## src/rtl/prio_rr_encoder.sv

```systemverilog
// prio_rr_encoder
// Registered priority encoder with a valid/ready handshake on both sides.
// Each accepted request vector produces its winning index, a "no active bit"
// flag and a popcount one cycle later in a single-entry output register.
// Fixed mode picks the highest active index. Round-robin mode picks the
// lowest active index at or above an internal pointer, wrapping to the
// lowest active index overall. The pointer advances only on round-robin
// acceptances that have at least one active bit.

module prio_rr_encoder #(
  parameter int  WIDTH      = 32,
  parameter bit  ACTIVE_LOW = 1'b0,
  localparam int IDXW       = $clog2(WIDTH)
) (
  input  logic              clk,
  input  logic              rst,
  input  logic [WIDTH-1:0]  i,
  input  logic              in_valid,
  output logic              in_ready,
  input  logic              rr_mode,
  output logic [IDXW-1:0]   out,
  output logic              none,
  output logic [IDXW:0]     count,
  output logic              out_valid,
  input  logic              out_ready
);

  // Highest legal index; the pointer wraps to zero after granting it, so it
  // never takes a value outside 0..WIDTH-1 even when WIDTH is not a power
  // of two.
  localparam logic [IDXW-1:0] LAST_IDX = IDXW'(WIDTH - 1);

  // ---------------------------------------------------------------------
  // State
  // ---------------------------------------------------------------------
  logic              out_valid_q, out_valid_d;
  logic [IDXW-1:0]   out_q,       out_d;
  logic              none_q,      none_d;
  logic [IDXW:0]     count_q,     count_d;
  logic [IDXW-1:0]   ptr_q,       ptr_d;

  // ---------------------------------------------------------------------
  // Request decode
  // ---------------------------------------------------------------------
  logic [WIDTH-1:0]  active;
  logic              any_active;
  logic              accept;

  // Normalise polarity so everything downstream sees active-high requests.
  assign active     = i ^ {WIDTH{ACTIVE_LOW}};
  assign any_active = |active;

  // The output register frees up in the same cycle it is consumed, which
  // gives full throughput; out_ready -> in_ready is the only combinational
  // path through the block.
  assign in_ready = !out_valid_q || out_ready;
  assign accept   = in_valid && in_ready;

  // ---------------------------------------------------------------------
  // Fixed priority: highest active index wins
  // ---------------------------------------------------------------------
  logic [IDXW-1:0] fix_idx;

  // Ascending scan; the last active bit seen is the highest one.
  always_comb begin
    // NOTE: every combinational output is given a default before any
    // conditional assignment, so no path can leave it unassigned and no
    // latch is inferred.
    fix_idx = '0;
    for (int n = 0; n < WIDTH; n++) begin
      if (active[n]) begin
        fix_idx = IDXW'(n);
      end
    end
  end

  // ---------------------------------------------------------------------
  // Round-robin: lowest active index >= ptr, else lowest active overall
  // ---------------------------------------------------------------------
  logic [IDXW-1:0] rr_ge_idx;
  logic            rr_ge_found;
  logic [IDXW-1:0] rr_any_idx;

  // Descending scan; the last hit in each category is the lowest index.
  always_comb begin
    rr_ge_idx   = '0;
    rr_ge_found = 1'b0;
    rr_any_idx  = '0;
    for (int n = WIDTH - 1; n >= 0; n--) begin
      if (active[n]) begin
        rr_any_idx = IDXW'(n);
        if (IDXW'(n) >= ptr_q) begin
          rr_ge_idx   = IDXW'(n);
          rr_ge_found = 1'b1;
        end
      end
    end
  end

  // ---------------------------------------------------------------------
  // Population count of active bits (0..WIDTH)
  // ---------------------------------------------------------------------
  logic [IDXW:0] pop_cnt;

  // Plain adder chain; synthesis balances it into a tree.
  always_comb begin
    pop_cnt = '0;
    for (int n = 0; n < WIDTH; n++) begin
      pop_cnt = pop_cnt + (IDXW + 1)'(active[n]);
    end
  end

  // ---------------------------------------------------------------------
  // Winner selection
  // ---------------------------------------------------------------------
  logic [IDXW-1:0] win_idx;

  // An all-inactive vector reports index 0 regardless of mode.
  always_comb begin
    win_idx = '0;
    if (any_active) begin
      if (rr_mode) begin
        win_idx = rr_ge_found ? rr_ge_idx : rr_any_idx;
      end else begin
        win_idx = fix_idx;
      end
    end
  end

  // ---------------------------------------------------------------------
  // Next-state logic
  // ---------------------------------------------------------------------

  // Load a new result on acceptance, drain on consume, otherwise hold.
  always_comb begin
    out_valid_d = out_valid_q;
    out_d       = out_q;
    none_d      = none_q;
    count_d     = count_q;
    ptr_d       = ptr_q;

    if (accept) begin
      out_valid_d = 1'b1;
      out_d       = win_idx;
      none_d      = !any_active;
      count_d     = pop_cnt;
      // Only a round-robin grant moves the pointer; fixed-mode and empty
      // vectors leave it alone so round-robin resumes where it stopped.
      if (rr_mode && any_active) begin
        ptr_d = (win_idx == LAST_IDX) ? '0 : win_idx + IDXW'(1);
      end
    end else if (out_ready) begin
      out_valid_d = 1'b0;
    end
  end

  // ---------------------------------------------------------------------
  // Registers
  // ---------------------------------------------------------------------

  // Result register and round-robin pointer; reset discards any pending
  // result and restarts the pointer at 0.
  always_ff @(posedge clk or posedge rst) begin
    // NOTE: sequential state uses non-blocking assignments so every
    // register samples pre-edge values regardless of statement order.
    if (rst) begin
      out_valid_q <= 1'b0;
      out_q       <= '0;
      none_q      <= 1'b0;
      count_q     <= '0;
      ptr_q       <= '0;
    end else begin
      out_valid_q <= out_valid_d;
      out_q       <= out_d;
      none_q      <= none_d;
      count_q     <= count_d;
      ptr_q       <= ptr_d;
    end
  end

  // ---------------------------------------------------------------------
  // Outputs
  // ---------------------------------------------------------------------
  assign out_valid = out_valid_q;
  assign out       = out_q;
  assign none      = none_q;
  assign count     = count_q;

endmodule

```

## config.mk

```make
export PLATFORM = sky130hd
export DESIGN_NAME = prio_rr_encoder
export DESIGN_NICKNAME = d
export VERILOG_FILES = /design/src/rtl/prio_rr_encoder.sv
export SDC_FILE = /design/constraint.sdc
export NUM_CORES = 1
export LEC_CHECK = 0
export CORE_MARGIN = 2
export CORE_UTILIZATION = 35
export CTS_BUF_LIST = sky130_fd_sc_hd__clkbuf_4
export CTS_CLUSTER_SIZE = 8
export DETAILED_ROUTE_END_ITERATION = 16
export GPL_ROUTABILITY_DRIVEN = 0
export PLACE_DENSITY_LB_ADDON = 0.1
export SLEW_MARGIN = 5
export SYNTH_ARGS = -nofsm -noshare
export SYNTH_HDL_FRONTEND = slang
export SYNTH_SLANG_ARGS = --single-unit
```

## constraint.sdc

```tcl
create_clock -name clk -period 7.1 [get_ports clk]
set_input_delay 1.065 -clock clk [delete_from_list [all_inputs] [get_ports clk]]
set_output_delay 1.065 -clock clk [all_outputs]
set_load 0.1 [all_outputs]
```

==> Yosys cells after proc, flatten, opt, wreduce, memory -nomap -nowiden <==
Index checks and enable logic that the tools add are counted.
{ "word_totals": {"word_cells": 275, "reg_bits": 18} }
{ "op_classes": {"reduce_logical": 8, "n_mux": 197, "n_lt_le_gt_ge": 32, "eq_ne": 1, "n_addsub": 32} }
{ "op_table": {"columns": ["cell", "n"], "rows": [
  ["$mux 5", 129],
  ["$add 6x1->6", 26],
  ["$ge 5x5->1 const A", 16],
  ["$mux 1", 67],
  ["$ge 4x5->1 const A", 8],
  ["$reduce_or 32->1", 1],
  ["$ge 3x5->1 const A", 4],
  ["$ge 1x5->1 const A", 2],
  ["$ge 2x5->1 const A", 2],
  ["$add 5x1->6", 1],
  ["$add 4x1->5", 1],
  ["$add 5x1->5 const B", 1],
  ["$eq 5x5->1 const B", 1],
  ["$add 3x1->4", 1],
  ["$add 2x1->3", 1],
  ["$add 1x1->2", 1],
  ["$logic_and 1x1->1", 2],
  ["$logic_not 1->1", 2],
  ["$mux 2", 1],
  ["$reduce_and 2->1", 1],
  ["$reduce_bool 2->1", 1],
  ["$logic_or 1x1->1", 1]
]} }

==> Logic depth before layout (Yosys ltp) <==
{ "depth": {"depth_word": 70, "depth_mapped": 19, "ltp_nobuf": 18} }

==> Worst setup path after synthesis <==
Ideal clock, no wire load.
{ "synth_timing": {"path_type": "input to register", "from": "input port i[23]", "to": "register count_q[4] (netlist: count[4])", "t_required_ns": 7.017, "arrival_time_ns": 5.389, "path_buffers": 1, "path_stages": 19, "path_slack_ns": 1.628, "cell_sequence": "clkbuf_1 > inv_1 > fa_1 > fa_1 > inv_1 > fa_1 > inv_1 > fa_1 > fa_1 > fa_1 > inv_1 > ha_1 > inv_1 > fa_1 > inv_1 > a21o_1 > a21oi_1 > xor2_1 > o21ai_0"} }
{ "synth_via": {"elab_chain_cells": 9} }
{ "synth_rtl": {"columns": ["element", "line_no", "source"], "rows": [
  ["start, declared", "17", "input logic [WIDTH-1:0] i,"],
  ["$add 6x1->6 (9 in a row)", "109", "pop_cnt = pop_cnt + (IDXW + 1)'(active[n]);"],
  ["end signal, assigned", "176", "count_q <= count_d;"],
  ["end, declared", "39", "logic [IDXW:0] count_q, count_d;"]
]} }
Every way passes these cells.
A chain may end at the register's enable or synchronous reset.

==> Final worst setup path <==
{ "layout_timing": {"from": "input port i[23]", "to": "register count_q[5] (netlist: count[5])"} }
The elaborated chain is that of the path after synthesis.

==> reports/results.txt <==
Worst Max-Slew Pin Slew - 0.996 ns
WL met3 - 646 um
worst skew pair latency - 0.29 ns
Multi-input gate area - 0.00244 mm^2
most instantiated library cell after synthesis - inv_1
Final min period - 5.87 ns
clock root buffer - clkbuf_4
R2R cell count - 10
post-CTS setup buffers - 0
Slowest-stage cell, CP - clkdlybuf4s50_1
Boundary Pins - 51
Synth top area share - 0.149
Via density - 6.10
met2 WL - 4.77 mm
Cell Rows - 35
Commonest cells post-synth - inv_1, nand2_1, o21ai_0
DR top layer - met4
diode count - 0
Post-Synthesis Net Count - 485
clk_skew - 0.00683 ns
WP buf/inv - 5
initial antenna violation count - 0
starting density of the core - 0.355
Synth Flop Type - dfrtp_1
WP data arrival - 6.03 ns
Worst setup SP type - input port
r2r endpoint - ptr_q[4]
die span in x - 100 um
die area - 0.0100 mm^2
met1 wire length - 4.60 mm
synth warn - 0
Cells after Synth - 415
worst-case clock buffer depth - 2
LEAKAGE - 1.54 nW
cts-stage hold buffer count - 0
Num CTS Buffers - 3
# resized after CTS - 0
routed vias - 3397
kind of critical path - in -> reg
H-tree Lvls - 1
drt first pass iters - 5
setup tns final - 0 ns
Worst Setup EP - count[5]
Yosys reg bits - 18
CP Launch Point - i[23]
crit-path cells - clkdlybuf4s50_1, inv_1, fa_1, fa_1, inv_1, fa_1, inv_1, fa_1, fa_1, fa_1, inv_1, ha_1, a21o_1, a21oi_1, nor2b_1, o21ai_0, o21ai_0
GRT Overall Usage - 0.216
Worst setup EP type - flip-flop
unrepaired setup endpoints after global routing - no
PD cells - 405 mW/mm^2
critical path's largest stage delay - 0.66 ns
worst r2r src - ptr_q[1]
worst reg2reg setup slack - 2.95 ns
Unique masters post-synth - 70
Synth async-reset ratio - 1.00
number of max-cap violations - 0
status - complete, no violations
first-pass GRT wire length - 17.3 mm
Final Setup Violations - 0
Max-slew headroom - 0.319
Hold Slack - 0.493 ns
sequential cell area - 450 um^2
Final Max Slew Viols - 0
final hold vios - 0
core footprint - 0.00911 mm^2
Netlist Area Pre-Place - 0.00323 mm^2
vias in the first global route - 3364
Critical Path Most Common Cell - fa_1
largest net degree at the start of global routing - 33
layout net count - 517
register clock-pin slew on the reported worst setup and hold paths - 0.11 ns
peak supply drop - 0.428 mV
period utilization - 0.827
hpwl dp - 8.26 mm
Synth area leaders - fa_1, dfrtp_1, inv_1
Max Clk Rate - 0.170 GHz
port bufs - 50
DRC Markers - 0
worst path required time - 7.26 ns
Levels on crit path - 17
Chip Height - 100 um
Detail Route Antenna Nets - 0
synthesis-to-finish area growth - 15.8%
Sink Count - 18
CTS tree - built
WL final - 10.3 mm
Initial DRC Count - 282
Worst Hold Class - reg -> reg
Post-synth EDFFs - 0
Yosys top cell by area - fa_1
CP Max Fanout - 9
critical path's top delay family - adder cells
Fillers - 962
Avg Cell Area, Syn - 7.78 um^2
DR WL/cell - 18.4 um
share of cells above drive strength 1 - 0.0359
GR Overflow Total - 0
Seq/Total Area, Yosys - 0.139
## worst register-to-register path, delay by kind of cell (launching register included)
family | cells | cell delay [ns]
adders and majority gates | 1 | 0.21
DFF | 1 | 0.98
and+or+nand+nor | 5 | 1.62
muxes | 1 | 0.26
AOI/OAI and AO/OA | 3 | 0.97
## worst min path at each step
stage / from / end / depth (start not counted)
final: out[3] / out[3] / 2
after global routing: out[0] / out[0] / 2
after CTS: out[3] / out[3] / 2
after detailed placement: count[3] / count[3] / 2
after global placement: count[2] / count[2] / 2
after floorplan: ptr_q[0] / ptr_q[0] / 3
## cell type report
type / instances / share of cell area
clock inverter: 1 / 0.00100
inverter: 50 / 0.0502
multi-input combinational: 324 / 0.652
sequential: 18 / 0.120
clock buffer: 3 / 0.00602
tap: 111 / 0.0371
timing repair buffer: 50 / 0.134
## sequential cells by signal, summed over array words and instances (netlist names)
register	cells
count	6
out	5
ptr_q	5
none	1
out_valid	1
## metal layers
metal,vias to the layer above,global-route usage
met3,19,0.0369
met2,121,0.342
li1,1589,-
met5,-,0
met4,0,0.0453
met1,1668,0.311
## cells by family after synthesis
family                   synth area share
buffers and inverters               0.106
adder cells (fa/ha/maj)             0.184
AO/OA/AOI/OAI                       0.317
multiplexers                       0.0201
AND/OR/NAND/NOR                     0.220
flip-flops                          0.139
XOR/XNOR                           0.0136
## power by group
group | leakage, nW | total, mW | internal (mW) | switching [mW]
registers | 0.219 | 0.265 | 0.143 | 0.122
logic | 1.31 | 1.20 | 0.474 | 0.725
clock network | 0.0154 | 0.0527 | 0.0204 | 0.0322
## cells in the final DEF (no fill, tap or decap), types with 6 or more instances in the layout
master / Yosys / layout
dfrtp_1: 18 / 18
nand2b_1: 6 / 6
o21ai_0: 30 / 30
inv_1: 50 / 50
nand2_1: 30 / 30
nor2_1: 25 / 25
and2_1: 6 / 6
ha_1: 9 / 9
fa_1: 24 / 24
a211oi_1: 8 / 8
clkdlybuf4s50_1: 0 / 50
o31ai_1: 8 / 8
a21oi_1: 27 / 27
nor2b_1: 8 / 8
nor4_1: 6 / 6
nor3_1: 10 / 10
o211ai_1: 12 / 12
nand3_1: 14 / 14
## per-stage QoR
step                      power [mW]  cell area [um^2]   util  cells  setup WS, ns
after floorplan                 1.20              3230      -    415          1.63
after global placement          1.46              3710  0.408    553         0.992
after detailed placement        1.47              3710  0.408    553         0.904
after CTS                       1.53              3740  0.411    557          1.22
after global routing            1.68              3740  0.411    557         0.910
final                           1.52              3740  0.411    557          1.23
No activity file was read; power rests on OpenSTA's default activity.
